`config.mk`:
```
export PLATFORM = sky130hd
export DESIGN_NAME = value_router
export DESIGN_NICKNAME = d
export VERILOG_FILES = /design/src/rtl/value_router.sv
export SDC_FILE = /design/constraint.sdc
export NUM_CORES = 1
export LEC_CHECK = 0
export CORE_MARGIN = 3
export CORE_UTILIZATION = 40
export DETAILED_ROUTE_END_ITERATION = 8
export HOLD_SLACK_MARGIN = 0.15
export PLACE_DENSITY = 0.69
export SYNTH_ARGS = -nofsm -noshare
export SYNTH_HDL_FRONTEND = slang
export SYNTH_SLANG_ARGS = --single-unit
export TNS_END_PERCENT = 100
```
`constraint.sdc`:
```
create_clock -name clk -period 5.8 [get_ports clk]
set_clock_uncertainty 0.2 [all_clocks]
set_input_delay 0.87 -clock clk [delete_from_list [all_inputs] [get_ports clk]]
set_output_delay 0.87 -clock clk [all_outputs]
set_load 0.01 [all_outputs]
```
`src/rtl/value_router.sv`:
```
// ---------------------------------------------------------------------------
// value_router
//
// Compare/route datapath for one QuickQ sorted-array priority-queue node.
// The array lives in BRAM, sorted ascending from address 0, and an all-ones
// word marks an empty slot.
//
// Insert walk: each BRAM word (bram_out) is compared with the value carried
// in the node register (reg_out). The smaller one is written back to BRAM and
// the larger one is carried onward to the next slot.
//
// Remove walk: entries shift down one slot. Each word read is handed to the
// previous node and written back until the first empty slot ends the line.
//
// The block also keeps the element count, the full/empty flags and the
// address of the last occupied slot.
//
// Ports
//   clk            in   1       rising-edge clock
//   rst            in   1       synchronous reset, active-high
//   bram_out       in   DATA_W  word read from BRAM at the current address
//   reg_out        in   DATA_W  value currently carried in the node register
//   mode           in   3       operation select (see the MODE_* constants)
//   array_size     in   CNT_W   capacity of the array (number of slots)
//   array_cnt_in   in   CNT_W   current element count / index from controller
//   bram_insert    out  DATA_W  word to write back to BRAM
//   to_register    out  DATA_W  value to load into the node register
//   last_addr      out  CNT_W   address of the last occupied slot
//   data_lt_o      out  DATA_W  value for the previous node (min on insert,
//                               shifted word on remove)
//   array_cnt_out  out  CNT_W   updated element count
//   result         out  1       insert: reg_out was placed;
//                               remove: a valid word was shifted
//   full           out  1       array_cnt_out >= array_size
//   empty          out  1       array_cnt_out == 0
//   done           out  1       one-cycle pulse when a walk finishes
//
// Every output is registered: inputs sampled on a rising edge show their
// effect just after that edge. The block has no handshake; the controller
// presents one operation per cycle through mode and consumes the results on
// the following cycle.
// ---------------------------------------------------------------------------
module value_router #(
    parameter int                DATA_W    = 32,
    parameter int                CNT_W     = 32,
    parameter logic [DATA_W-1:0] EMPTY_VAL = {DATA_W{1'b1}}
) (
    input  logic              clk,
    input  logic              rst,
    input  logic [DATA_W-1:0] bram_out,
    input  logic [DATA_W-1:0] reg_out,
    input  logic [2:0]        mode,
    input  logic [CNT_W-1:0]  array_size,
    input  logic [CNT_W-1:0]  array_cnt_in,
    output logic [DATA_W-1:0] bram_insert,
    output logic [DATA_W-1:0] to_register,
    output logic [CNT_W-1:0]  last_addr,
    output logic [DATA_W-1:0] data_lt_o,
    output logic [CNT_W-1:0]  array_cnt_out,
    output logic              result,
    output logic              full,
    output logic              empty,
    output logic              done
);

    // -----------------------------------------------------------------------
    // Operation codes
    // -----------------------------------------------------------------------
    localparam logic [2:0] MODE_INSERT_CMP = 3'b000;
    localparam logic [2:0] MODE_INSERT_CNT = 3'b001;
    localparam logic [2:0] MODE_LAST_IDX   = 3'b010;
    localparam logic [2:0] MODE_REMOVE_CMP = 3'b011;
    localparam logic [2:0] MODE_REMOVE_CNT = 3'b100;

    localparam logic [CNT_W-1:0] CNT_ZERO = '0;
    localparam logic [CNT_W-1:0] CNT_ONE  = CNT_W'(1);

    // -----------------------------------------------------------------------
    // Compare stage (unsigned)
    // -----------------------------------------------------------------------
    logic              slot_empty;
    logic              reg_lt_bram;
    logic [DATA_W-1:0] min_val;

    assign slot_empty  = (bram_out == EMPTY_VAL);
    assign reg_lt_bram = (reg_out < bram_out);
    assign min_val     = reg_lt_bram ? reg_out : bram_out;

    // -----------------------------------------------------------------------
    // Count stage
    // -----------------------------------------------------------------------
    logic             can_grow;
    logic             can_shrink;
    logic [CNT_W-1:0] cnt_grown;
    logic [CNT_W-1:0] cnt_shrunk;

    // can_grow guarantees array_cnt_in < array_size, so the increment can
    // never wrap; the decrement is only used when the count is non-zero.
    assign can_grow   = (array_cnt_in < array_size);
    assign can_shrink = (array_cnt_in != CNT_ZERO);
    assign cnt_grown  = can_grow   ? (array_cnt_in + CNT_ONE) : array_cnt_in;
    assign cnt_shrunk = can_shrink ? (array_cnt_in - CNT_ONE) : CNT_ZERO;

    // Index of the last occupied slot for a given element count; an empty
    // array reports address 0 rather than wrapping to all ones.
    function automatic logic [CNT_W-1:0] last_of(input logic [CNT_W-1:0] cnt);
        return (cnt == CNT_ZERO) ? CNT_ZERO : (cnt - CNT_ONE);
    endfunction

    // -----------------------------------------------------------------------
    // Next-value selection. Anything a mode does not mention holds its value,
    // while result and done default to 0 so they pulse for a single cycle.
    // -----------------------------------------------------------------------
    logic [DATA_W-1:0] bram_insert_nxt;
    logic [DATA_W-1:0] to_register_nxt;
    logic [DATA_W-1:0] data_lt_nxt;
    logic [CNT_W-1:0]  cnt_nxt;
    logic [CNT_W-1:0]  last_addr_nxt;
    logic              result_nxt;
    logic              done_nxt;

    always_comb begin
        bram_insert_nxt = bram_insert;
        to_register_nxt = to_register;
        data_lt_nxt     = data_lt_o;
        cnt_nxt         = array_cnt_out;
        last_addr_nxt   = last_addr;
        result_nxt      = 1'b0;
        done_nxt        = 1'b0;

        case (mode)
            MODE_INSERT_CMP: begin
                cnt_nxt     = array_cnt_in;
                data_lt_nxt = min_val;
                if (slot_empty) begin
                    // Carried value lands in the first free slot: walk ends.
                    bram_insert_nxt = reg_out;
                    to_register_nxt = EMPTY_VAL;
                    result_nxt      = 1'b1;
                    done_nxt        = 1'b1;
                end else if (reg_lt_bram) begin
                    // Carried value displaces the stored word, which moves on.
                    bram_insert_nxt = reg_out;
                    to_register_nxt = bram_out;
                    result_nxt      = 1'b1;
                end else begin
                    // Stored word stays; keep carrying the same value.
                    bram_insert_nxt = bram_out;
                    to_register_nxt = reg_out;
                end
            end

            MODE_INSERT_CNT: begin
                cnt_nxt       = cnt_grown;
                last_addr_nxt = last_of(cnt_grown);
            end

            MODE_LAST_IDX: begin
                cnt_nxt       = array_cnt_in;
                last_addr_nxt = array_cnt_in;
            end

            MODE_REMOVE_CMP: begin
                cnt_nxt         = array_cnt_in;
                to_register_nxt = reg_out;
                if (slot_empty) begin
                    // First empty slot: nothing more to shift down.
                    bram_insert_nxt = EMPTY_VAL;
                    data_lt_nxt     = EMPTY_VAL;
                    done_nxt        = 1'b1;
                end else begin
                    bram_insert_nxt = bram_out;
                    data_lt_nxt     = bram_out;
                    result_nxt      = 1'b1;
                end
            end

            MODE_REMOVE_CNT: begin
                cnt_nxt       = cnt_shrunk;
                last_addr_nxt = last_of(cnt_shrunk);
            end

            default: begin
                // Idle codes: hold everything, pulses stay low.
            end
        endcase
    end

    // -----------------------------------------------------------------------
    // Output registers. Flags follow the count being registered this cycle,
    // so they always agree with array_cnt_out.
    // -----------------------------------------------------------------------
    always_ff @(posedge clk) begin
        if (rst) begin
            bram_insert   <= EMPTY_VAL;
            to_register   <= EMPTY_VAL;
            data_lt_o     <= EMPTY_VAL;
            array_cnt_out <= CNT_ZERO;
            last_addr     <= CNT_ZERO;
            result        <= 1'b0;
            full          <= 1'b0;
            empty         <= 1'b1;
            done          <= 1'b0;
        end else begin
            bram_insert   <= bram_insert_nxt;
            to_register   <= to_register_nxt;
            data_lt_o     <= data_lt_nxt;
            array_cnt_out <= cnt_nxt;
            last_addr     <= last_addr_nxt;
            result        <= result_nxt;
            full          <= (cnt_nxt >= array_size);
            empty         <= (cnt_nxt == CNT_ZERO);
            done          <= done_nxt;
        end
    end

endmodule

```
==> summary.md <==
| Metric | Value |
|---|---|
| DRT Wirelength | `66700 um` |
| # diodes | `0` |
| Final core occ | `0.558` |
| RD Place Congestion | `1.03` |
| Skew-Pair Late Insertion Delay | `460 ps` |
| WL per Instance | `24.5 um` |
| Final setup viols | `0` |
| Critical path capture point type | `register` |
| Share of cells above drive strength 1 | `0.116` |
| Hold_buf cts | `0` |
| Clk sinks | `164` |
| Die area | `37000 sq um` |
| Setup_tns | `0 ps` |
| Most common cell in the netlist | `a21oi_1` |
| Status | `finished, final reports clean` |
| Area delta synth->final | `36.1%` |
| LEAKAGE | `7.72 nW` |
| Relative slew slack | `0.139` |
| RSZ-0062 raised after global routing | `no` |
| Worst-path cell chain | `clkdlybuf4s50_1 > ha_1 > nand4_1 > or2_2 > a2111oi_2 > o41a_1 > buf_4 > nor4b_1 > xnor2_1 > o21a_1 > inv_1 > ha_1 > a21o_1 > a21o_1 > a21o_1 > a21o_1 > a21oi_1 > o221ai_1 > a21oi_1 > o21ai_0` |
| Final nets | `2494` |
| CP top delay family | `compound AO/OA/AOI/OAI gates` |
| Starting Density | `0.410` |
| Clock Path Buffers | `2` |
| Crit path launch type | `input pin` |
| Hold Vio Cnt, Final | `0` |
| Final Max Slew Viols | `0` |
| Worst hold-check path type | `register to register` |
| Max Fclk | `187 MHz` |
| EDFF count, synth | `0` |
| Worst VDD drop | `0.217 mV` |
| Yosys top cell area share | `0.237` |
| CORE AREA | `33900 sq um` |
| Ys async rst share | `0` |
| Avg Cell Area, Syn | `7.26 sq um` |
| Die width | `192 um` |
| Ys Warns | `0` |
| Synth area leaders | `dfxtp_1 (24%), ha_1 (9.0%), a21oi_1 (7.8%)` |
| Post-CTS Repair Setup Buffers | `0` |
| CP Class | `input pin to register` |
| Antenna violations before repair | `3` |
| DRC violations left | `0` |
| Clock root buffer | `clkbuf_16` |
| Worst Path Max Fanout | `26` |
| Synth unique cells | `84` |
| Synth Instances | `1911` |
| DRT antenna net count | `0` |
| Top cells by count, synth | `a21oi_1 (215), nand2_1 (166), dfxtp_1 (164)` |
| Post-CTS sizing | `0` |
| Sequential share of the synthesized area | `0.237` |
| Synthesis-stage register bit count | `164` |
| DRT iter0 DRCs | `1725` |
| CP peak stage delay | `510 ps` |
| # port buffers | `296` |
| First-pass GRT wire length | `99600 um` |
| Initial DRT Pass Iterations | `5` |
| Syn Std Cell Area | `13900 sq um` |
| Num CTS Buffers | `17` |
| Largest net degree at the start of global routing | `87` |
| PD cells | `201 nW/um^2` |
| Tot GR Track Use | `0.352` |
| Clk pin slew, worst setup/hold paths | `70 ps` |
| Post-synth top area cell | `dfxtp_1` |
| Vias in the first global route | `15900` |
| Req. time, crit path | `5920 ps` |
| Die height | `192 um` |
| Slowest cell on the critical path | `clkdlybuf4s50_1` |
| Syn Nets | `2144` |
| Hpwl dp | `52600 um` |
| Crit path DAT | `5460 ps` |
| Max-cap violations | `0` |
| CP dominant cell by count | `a21o_1` |
| Total grt overflow | `0` |
| Vias per cell | `6.20` |
| Main synth FF type | `dfxtp_1` |
| Vias | `16900` |
| Row count | `67` |
| IO Count | `297` |
| Min Clock Period, post-route | `5340 ps` |
| H-Tree Depth | `4` |
| Minimum hold slack | `269 ps` |
| CP bufs+invs | `3` |
| CTS tree | `built` |
| Least-Margin Pin Slew | `1290 ps` |
| Period utilization | `0.920` |
[where the power goes]
group / switching (mW) / leakage [nW] / internal, mW / total, mW
clock: 0.559 / 0.283 / 0.607 / 1.17
combinational: 0.747 / 6.08 / 0.596 / 1.34
sequential: 0.0643 / 1.36 / 1.22 / 1.28
total: 1.37 / 7.72 / 2.42 / 3.79
[cells in the final DEF, fill, tap and decap left out, types with 62 or more instances in the layout]
cell	synthesis	layout
xnor2_1	62	62
o21ai_0	101	101
ha_1	100	100
buf_4	0	187
dfxtp_1	164	164
nor2_1	138	133
nor3_1	96	96
clkdlybuf4s50_1	0	294
nand2_1	166	165
inv_1	88	88
a21oi_1	215	213
[worst register-to-register path, stage by stage, from the launching register on]
cell and delay, ps:
dfxtp_1 370, mux2_2 280, a22o_1 170, a221oi_1 370, inv_1 100, ha_1 290, a21o_1 160, a21o_1 180
a21o_1 170, a21o_1 170, a21o_1 160, a21oi_1 140, o221ai_1 130, a21oi_1 150, o21ai_0 110
[metrics by stage]
stage / total power, mW / instance area (sq um) / std cells / worst slack [ps]
6_report: 3.79 / 18900 / 2722 / 462
5_1_grt: 3.95 / 18900 / 2722 / 15.4
4_1_cts: 3.77 / 18900 / 2722 / 482
3_5_place_dp: 2.62 / 18300 / 2690 / 7.64
3_3_place_gp: 2.61 / 18300 / 2690 / 87.0
2_1_floorplan: 1.95 / 13900 / 1911 / 395
[path summary, 6_finish.rpt]
kind	start	end	slack (ps)	cells past startpoint
max reg2reg	array_cnt_out[2]	full	2520	14
min	bram_insert[0]	bram_insert[0]	270	2
max	array_cnt_in[15]	full	460	20
min reg2reg	bram_insert[0]	bram_insert[0]	270	2
[layer usage]
| metal | global-route usage | routed length, um |
|---|---|---|
| met2 | 0.513 | 28000 |
| met5 | 0 | 41 |
| met3 | 0.101 | 7520 |
| met1 | 0.519 | 30300 |
| met4 | 0.0574 | 805 |
[state kept, by name, indices dropped and copies added (netlist names)]
name / flops
bram_insert: 32
empty: 1
data_lt_o: 32
last_addr: 32
done: 1
full: 1
to_register: 32
result: 1
array_cnt_out: 32
[layout make-up]
type,instances,area (sq um)
Fill cell,3252,15000
Multi-Input combinational cell,1500,9680
Timing Repair Buffer,487,4450
Sequential cell,164,3280
Tap cell,448,561
Clock buffer,18,429
Inverter,91,342
Clock inverter,14,141
[cells by family after synthesis]
family / synth area share
adder cells (fa/ha/maj): 0.0901
buffers and inverters: 0.0699
XOR/XNOR: 0.0631
flip-flops: 0.237
multiplexers: 0.0110
AO/OA/AOI/OAI: 0.287
AND/OR/NAND/NOR: 0.242
(Power assumes the default switching activity.)
==> variant 1 (same settings) <==
Put one more register stage on the output `array_cnt_out`, cleared by the reset. The value now appears one clock later. The other outputs are not delayed to match.
--- a/src/rtl/value_router.sv
+++ b/src/rtl/value_router.sv
@@ -77,2 +77,4 @@
 
+    logic [CNT_W-1:0] array_cnt_s0;
+
     // -----------------------------------------------------------------------
@@ -125,3 +127,3 @@
         data_lt_nxt     = data_lt_o;
-        cnt_nxt         = array_cnt_out;
+        cnt_nxt         = array_cnt_s0;
         last_addr_nxt   = last_addr;
@@ -197,3 +199,3 @@
             data_lt_o     <= EMPTY_VAL;
-            array_cnt_out <= CNT_ZERO;
+            array_cnt_s0 <= CNT_ZERO;
             last_addr     <= CNT_ZERO;
@@ -207,3 +209,3 @@
             data_lt_o     <= data_lt_nxt;
-            array_cnt_out <= cnt_nxt;
+            array_cnt_s0 <= cnt_nxt;
             last_addr     <= last_addr_nxt;
@@ -216,2 +218,10 @@
 
+    always_ff @(posedge clk) begin
+        if (rst) begin
+            array_cnt_out <= '0;
+        end else begin
+            array_cnt_out <= array_cnt_s0;
+        end
+    end
+
 endmodule
Function: changed (a bounded check fails within 4 cycles, from zero or initial values and one cycle with rst high).
==> variant 1 against the unedited design <==
- routed wire length rose by 4.8%
- total power up 8.0%
- critical endpoint is now last_addr[22]$_SDFFE_PP0P_
- synthesized area grew 9.4%
- cell area increased by 7.3%
- setup slack worse by 0.099 ns
- hold slack about the same
- register-to-register slack gained 0.23 ns
- sequential cell count increased by 32
==> variant 1: results (changes against the unedited design) <==
qor: critical_path.critical_path.max_fanout 14 [-46%]
qor: logic_synthesis.synth.distinct_cells 99 [+18%]
qor: global_route.grtUsageTotal 33.1% [-2.0 points]
qor: logic_synthesis.yosys-top-cells-area dfxtp_1 (26%), ha_1 (8.2%), a21oi_1 (6.2%)
qor: run_status.outcome complete, no violations
qor: critical_path.critical_path_arrival 5.56 ns [+0.10 ns]
qor: placement.place_hpwl 54.8 mm [+4.1%]
qor: final_layout.layout-drive-gt1-share 12.3% [+0.72 points]
qor: route.wirelength 69.9 mm [+4.8%]
qor: logic_synthesis.synth.top_cells.by_count dfxtp_1 (196), a21oi_1 (189), nor2_1 (153), clkbuf_1 (124), nand2_1 (105)
qor: global_route.grt_max_degree 107 [+23%]
qor: placement.gp_congestion 1.02 [-1.3%]
qor: timing.worst_pin_slew 1.20 ns [-0.0935 ns]
qor: global_route.global_route_wire_length_before_repair 105 mm [+5.2%]
qor: pwr.ir_drop 227 uV [+4.5%]
qor: critical_path.ff2ff_path_depth 15 [+1]
qor: hold_path.worst_hold_path.num_cells 1 [-1]
qor: route.detailedRoute.firstPassIterationCount 8 [+3]
qor: global_route.first_global_vias 16,400 [+2.9%]
qor: pwr.p_comb 1.41 mW [+5%]
qor: logic_synthesis.synth.net_count 2,211 [+3.1%]
qor: logic_synthesis.synth-seq-area-share 25.8% [+2.2 points]
qor: global_route.antenna_found_initial 1 [-2]
qor: final_layout.nNetsFinal 2,558 [+2.6%]
qor: critical_path.crit_path_top_delay_cell or4_1
## variant 1: changes by cell type in the layout (fill, tap and decap cells not counted), moves of 11 or more
cell     change
nand4_1     -18
inv_1       +11
nor2_1      +18
a211o_1     +34
nor2b_1     +40
nand2_1     -60
a21oi_1     -27
xor2_1      -15
a221o_1     -19
dfxtp_1     +32
o21ai_0     -17
a22o_1      +35
a22oi_1     -12
and4_1      -11
## variant 1: cells by family (layout without fill, tap and decap cells)
logic type / count (synthesis) / in the layout / share of synthesized area [%]
multiplexers: 27 / 27 / 1.85
flip-flops: 196 / 196 / 25.8
adder cells (fa/ha/maj): 100 / 100 / 8.24
XOR/XNOR: 89 / 89 / 5.28
buffers and inverters: 263 / 622 / 6.80
other: 0 / 1 / 0
AND/OR/NAND/NOR: 651 / 651 / 22.5
AO/OA/AOI/OAI: 652 / 652 / 29.5
## variant 1: worst paths after layout
path | slack (ns) | end | startpoint
setup / recovery | 0.36 | last_addr[22]$_SDFFE_PP0P_ | array_size[27]
hold / removal | 0.27 | data_lt_o[9]$_SDFFE_PP1P_ | data_lt_o[9]$_SDFFE_PP1P_
setup reg to reg | 2.75 | full$_SDFF_PP0_ | array_cnt_s0[2]$_SDFF_PP0_
hold reg to reg | 0.27 | data_lt_o[9]$_SDFFE_PP1P_ | data_lt_o[9]$_SDFFE_PP1P_
## variant 1: worst max-delay path: cells and delay by family
family / cells / cell delay [ns]
AOI/OAI and AO/OA: 4 / 0.67
xor gates and xnor gates: 1 / 0.36
adders and majority gates: 2 / 0.56
buffers and inverters: 7 / 1.57
and+or+nand+nor: 6 / 1.51
## variant 1: routing by layer
metal	part of all wire [%]	global-route usage, %	vias to the layer above
met4	2.6	9.08	0
li1	-	-	8031
met3	10	7.36	124
met1	45	48.8	8477
met5	0	0	-
met2	42	48.5	1020
## variant 1: final cells by class
cell class / instances / area, um2 / area share, %
diodes: 1 / 2.50 / 0.0123
clock inverters: 13 / 123 / 0.605
repair buffers: 490 / 4480 / 22.1
inverters: 101 / 379 / 1.87
multi-input cells: 1519 / 10300 / 50.8
flip-flops and latches: 196 / 3920 / 19.4
well taps: 504 / 631 / 3.11
clock buffers: 18 / 439 / 2.17
## variant 1: through the flow
step / setup TNS, ns / power [mW] / area (um2) / cells
2_1_floorplan: 0 / 2.25 / 15200 / 1978
3_3_place_gp: 0 / 2.91 / 19700 / 2810
3_5_place_dp: -0.0289 / 2.92 / 19700 / 2810
4_1_cts: 0 / 4.09 / 20300 / 2841
5_1_grt: 0 / 4.27 / 20300 / 2841
6_report: 0 / 4.10 / 20300 / 2842
==> variant 2 (same flow settings) <==
Without the edit above. The parameter `DATA_W` goes from 32 to 16.
--- a/src/rtl/value_router.sv
+++ b/src/rtl/value_router.sv
@@ -43,3 +43,3 @@
 module value_router #(
-    parameter int                DATA_W    = 32,
+    parameter int                DATA_W    = 16,
     parameter int                CNT_W     = 32,
Interface: changed (5 resized); port bits go from 297 to 217. No check against the original RTL was run, so the function may have changed too.
==> variant 2 against the unedited design <==
- cell area down 16%
- critical endpoint unchanged
- sequential cell count decreased by 48
- combinational power decreased by 22%
- total power decreased by 19%
- setup slack got worse by 0.20 ns
- routed wire length decreased by 22%
- first-iteration DRC count down 24%
- hold slack lost 0.010 ns
- synthesized area is 14% lower
==> variant 2: results (changes against the unedited design) <==
qor: run_status.outcome complete, no violations
qor: global_route.grtUsageTotal 31.6% [-3.6 points]
qor: final_layout.nNetsFinal 2,079 [-17%]
qor: route.vias_post_dr 14,100 [-16%]
qor: critical_path.critical_path.max_fanout 12 [-54%]
qor: route.first_iter_violations 1,304 [-24%]
qor: logic_synthesis.synth.net_count 1,825 [-15%]
qor: placement.gp_congestion 1.04 [+1.1%]
qor: route.detailedRoute.firstPassIterationCount 6 [+1]
qor: pwr.ir_drop 154 uV [-29%]
qor: placement.post-place-ws -0.198 ns [-0.205 ns]
qor: logic_synthesis.post_synth_mux_area_share 1.28% [+0.18 points]
qor: global_route.antenna_found_initial 0 [-3]
qor: placement.place_hpwl 40.4 mm [-23%]
qor: final_layout.layout-drive-gt1-share 13.0% [+1.4 points]
qor: placement.placed_cells 2,258 [-16%]
qor: logic_synthesis.synth.top_cells.by_count nor2_1 (176), nand2_1 (149), dfxtp_1 (116), clkbuf_1 (97), a21oi_1 (90)
qor: logic_synthesis.avgSynthCellArea 7.29 um2 [+0.42%]
qor: logic_synthesis.synth-seq-area-share 19.4% [-4.2 points]
qor: global_route.first_global_vias 13,600 [-15%]
qor: logic_synthesis.synth.distinct_cells 91 [+8.3%]
qor: placement.placement.cell_area 15,200 um2 [-17%]
qor: logic_synthesis.synth_xor_area_share 8.50% [+2.2 points]
qor: logic_synthesis.complex_gate_fraction_of_the_synthesized_area 24.2% [-4.5 points]
qor: pwr.power.static_leakage 6.18 nW [-20%]
qor: logic_synthesis.post_synthesis_share_of_cell_area_spent_on_full_adders_half_adders_and_majority_gates 8.90% [-0.12 points]
qor: logic_synthesis.yosys-top-cells-area dfxtp_1 (19%), ha_1 (8.9%), xnor2_1 (5.9%)
qor: placement.port_buffer_count 216 [-27%]
qor: timing.normalized_max_slew_margin 39.7% [+26 points]
qor: critical_path.critical_path_arrival 5.64 ns [+0.18 ns]
[variant 2: worst max-delay path, cell delays in order]
cell,delay (ns)
clkdlybuf4s50_1,0.43
buf_4,0.21
nor4_1,0.65
nand4_1,0.40
nor4_2,0.41
buf_4,0.22
or2_2,0.15
nand2_1,0.05
o21ai_0,0.09
mux2i_1,0.14
ha_1,0.33
a21o_1,0.16
a21o_1,0.17
a21o_1,0.17
a21o_1,0.17
a21o_1,0.18
a21o_1,0.18
a21oi_1,0.19
o21ai_0,0.18
a21oi_1,0.19
o22ai_1,0.08
[variant 2: final cells by class]
cell class                 instances  area [um2]
timing repair buffer             366        3330
fill                            2852       13300
sequential                       116        2320
inverter                          71         267
clock buffer                      17         425
multi-input combinational       1321        8850
clock inverter                    15         158
tap                              384         480
[variant 2: power breakdown]
part | switching [mW] | total (mW) | internal, mW
Sequential | 0.0398 | 0.903 | 0.863
Combinational | 0.582 | 1.04 | 0.459
Clock | 0.509 | 1.12 | 0.610
Total | 1.13 | 3.06 | 1.93
[variant 2: cells by family after synthesis]
group | count (synthesis)
and+or+nand+nor | 695
AOI/OAI and AO/OA | 410
buffers and inverters | 202
xor gates and xnor gates | 116
DFF | 116
adders and majority gates | 85
muxes | 15
[variant 2: path summary, 6_finish.rpt]
| kind | cells past startpoint | end | slack (ns) | from |
|---|---|---|---|---|
| min reg2reg | 2 | bram_insert[8]$_SDFFE_PP1P_ | 0.26 | bram_insert[8]$_SDFFE_PP1P_ |
| max | 21 | full$_SDFF_PP0_ | 0.26 | array_cnt_in[14] |
| max reg2reg | 15 | full$_SDFF_PP0_ | 2.64 | array_cnt_out[0]$_SDFF_PP0_ |
| min | 2 | bram_insert[8]$_SDFFE_PP1P_ | 0.26 | bram_insert[8]$_SDFFE_PP1P_ |
[variant 2: what timing repair did]
item / in CTS / in global routing
hold buffers: 0 / 0
setup buffers: 0 / 0
setup endpoints to repair: 0 / 1
endpoints found under the hold margin: 0 / 0
resized for setup: 0 / 1
[variant 2: stage by stage]
stage	total power, mW	hold WS, ns
final	3.06	0.259
after global routing	3.20	0.284
after CTS	3.06	0.262
after floorplan	1.47	0.305
after detailed placement	1.95	0.245
after global placement	1.93	0.242
[variant 2: layer usage]
metal  part of all wire [%]  vias up  global-route usage, %  wire length (um)
met2                     48      698                   54.6             24900
met4                    5.0        0                   15.0              2590
met1                     39     6734                   38.3             20300
li1                       -     6538                      -                 -
met5                      0        -                      0                 0
met3                    7.9      154                   4.83              4100
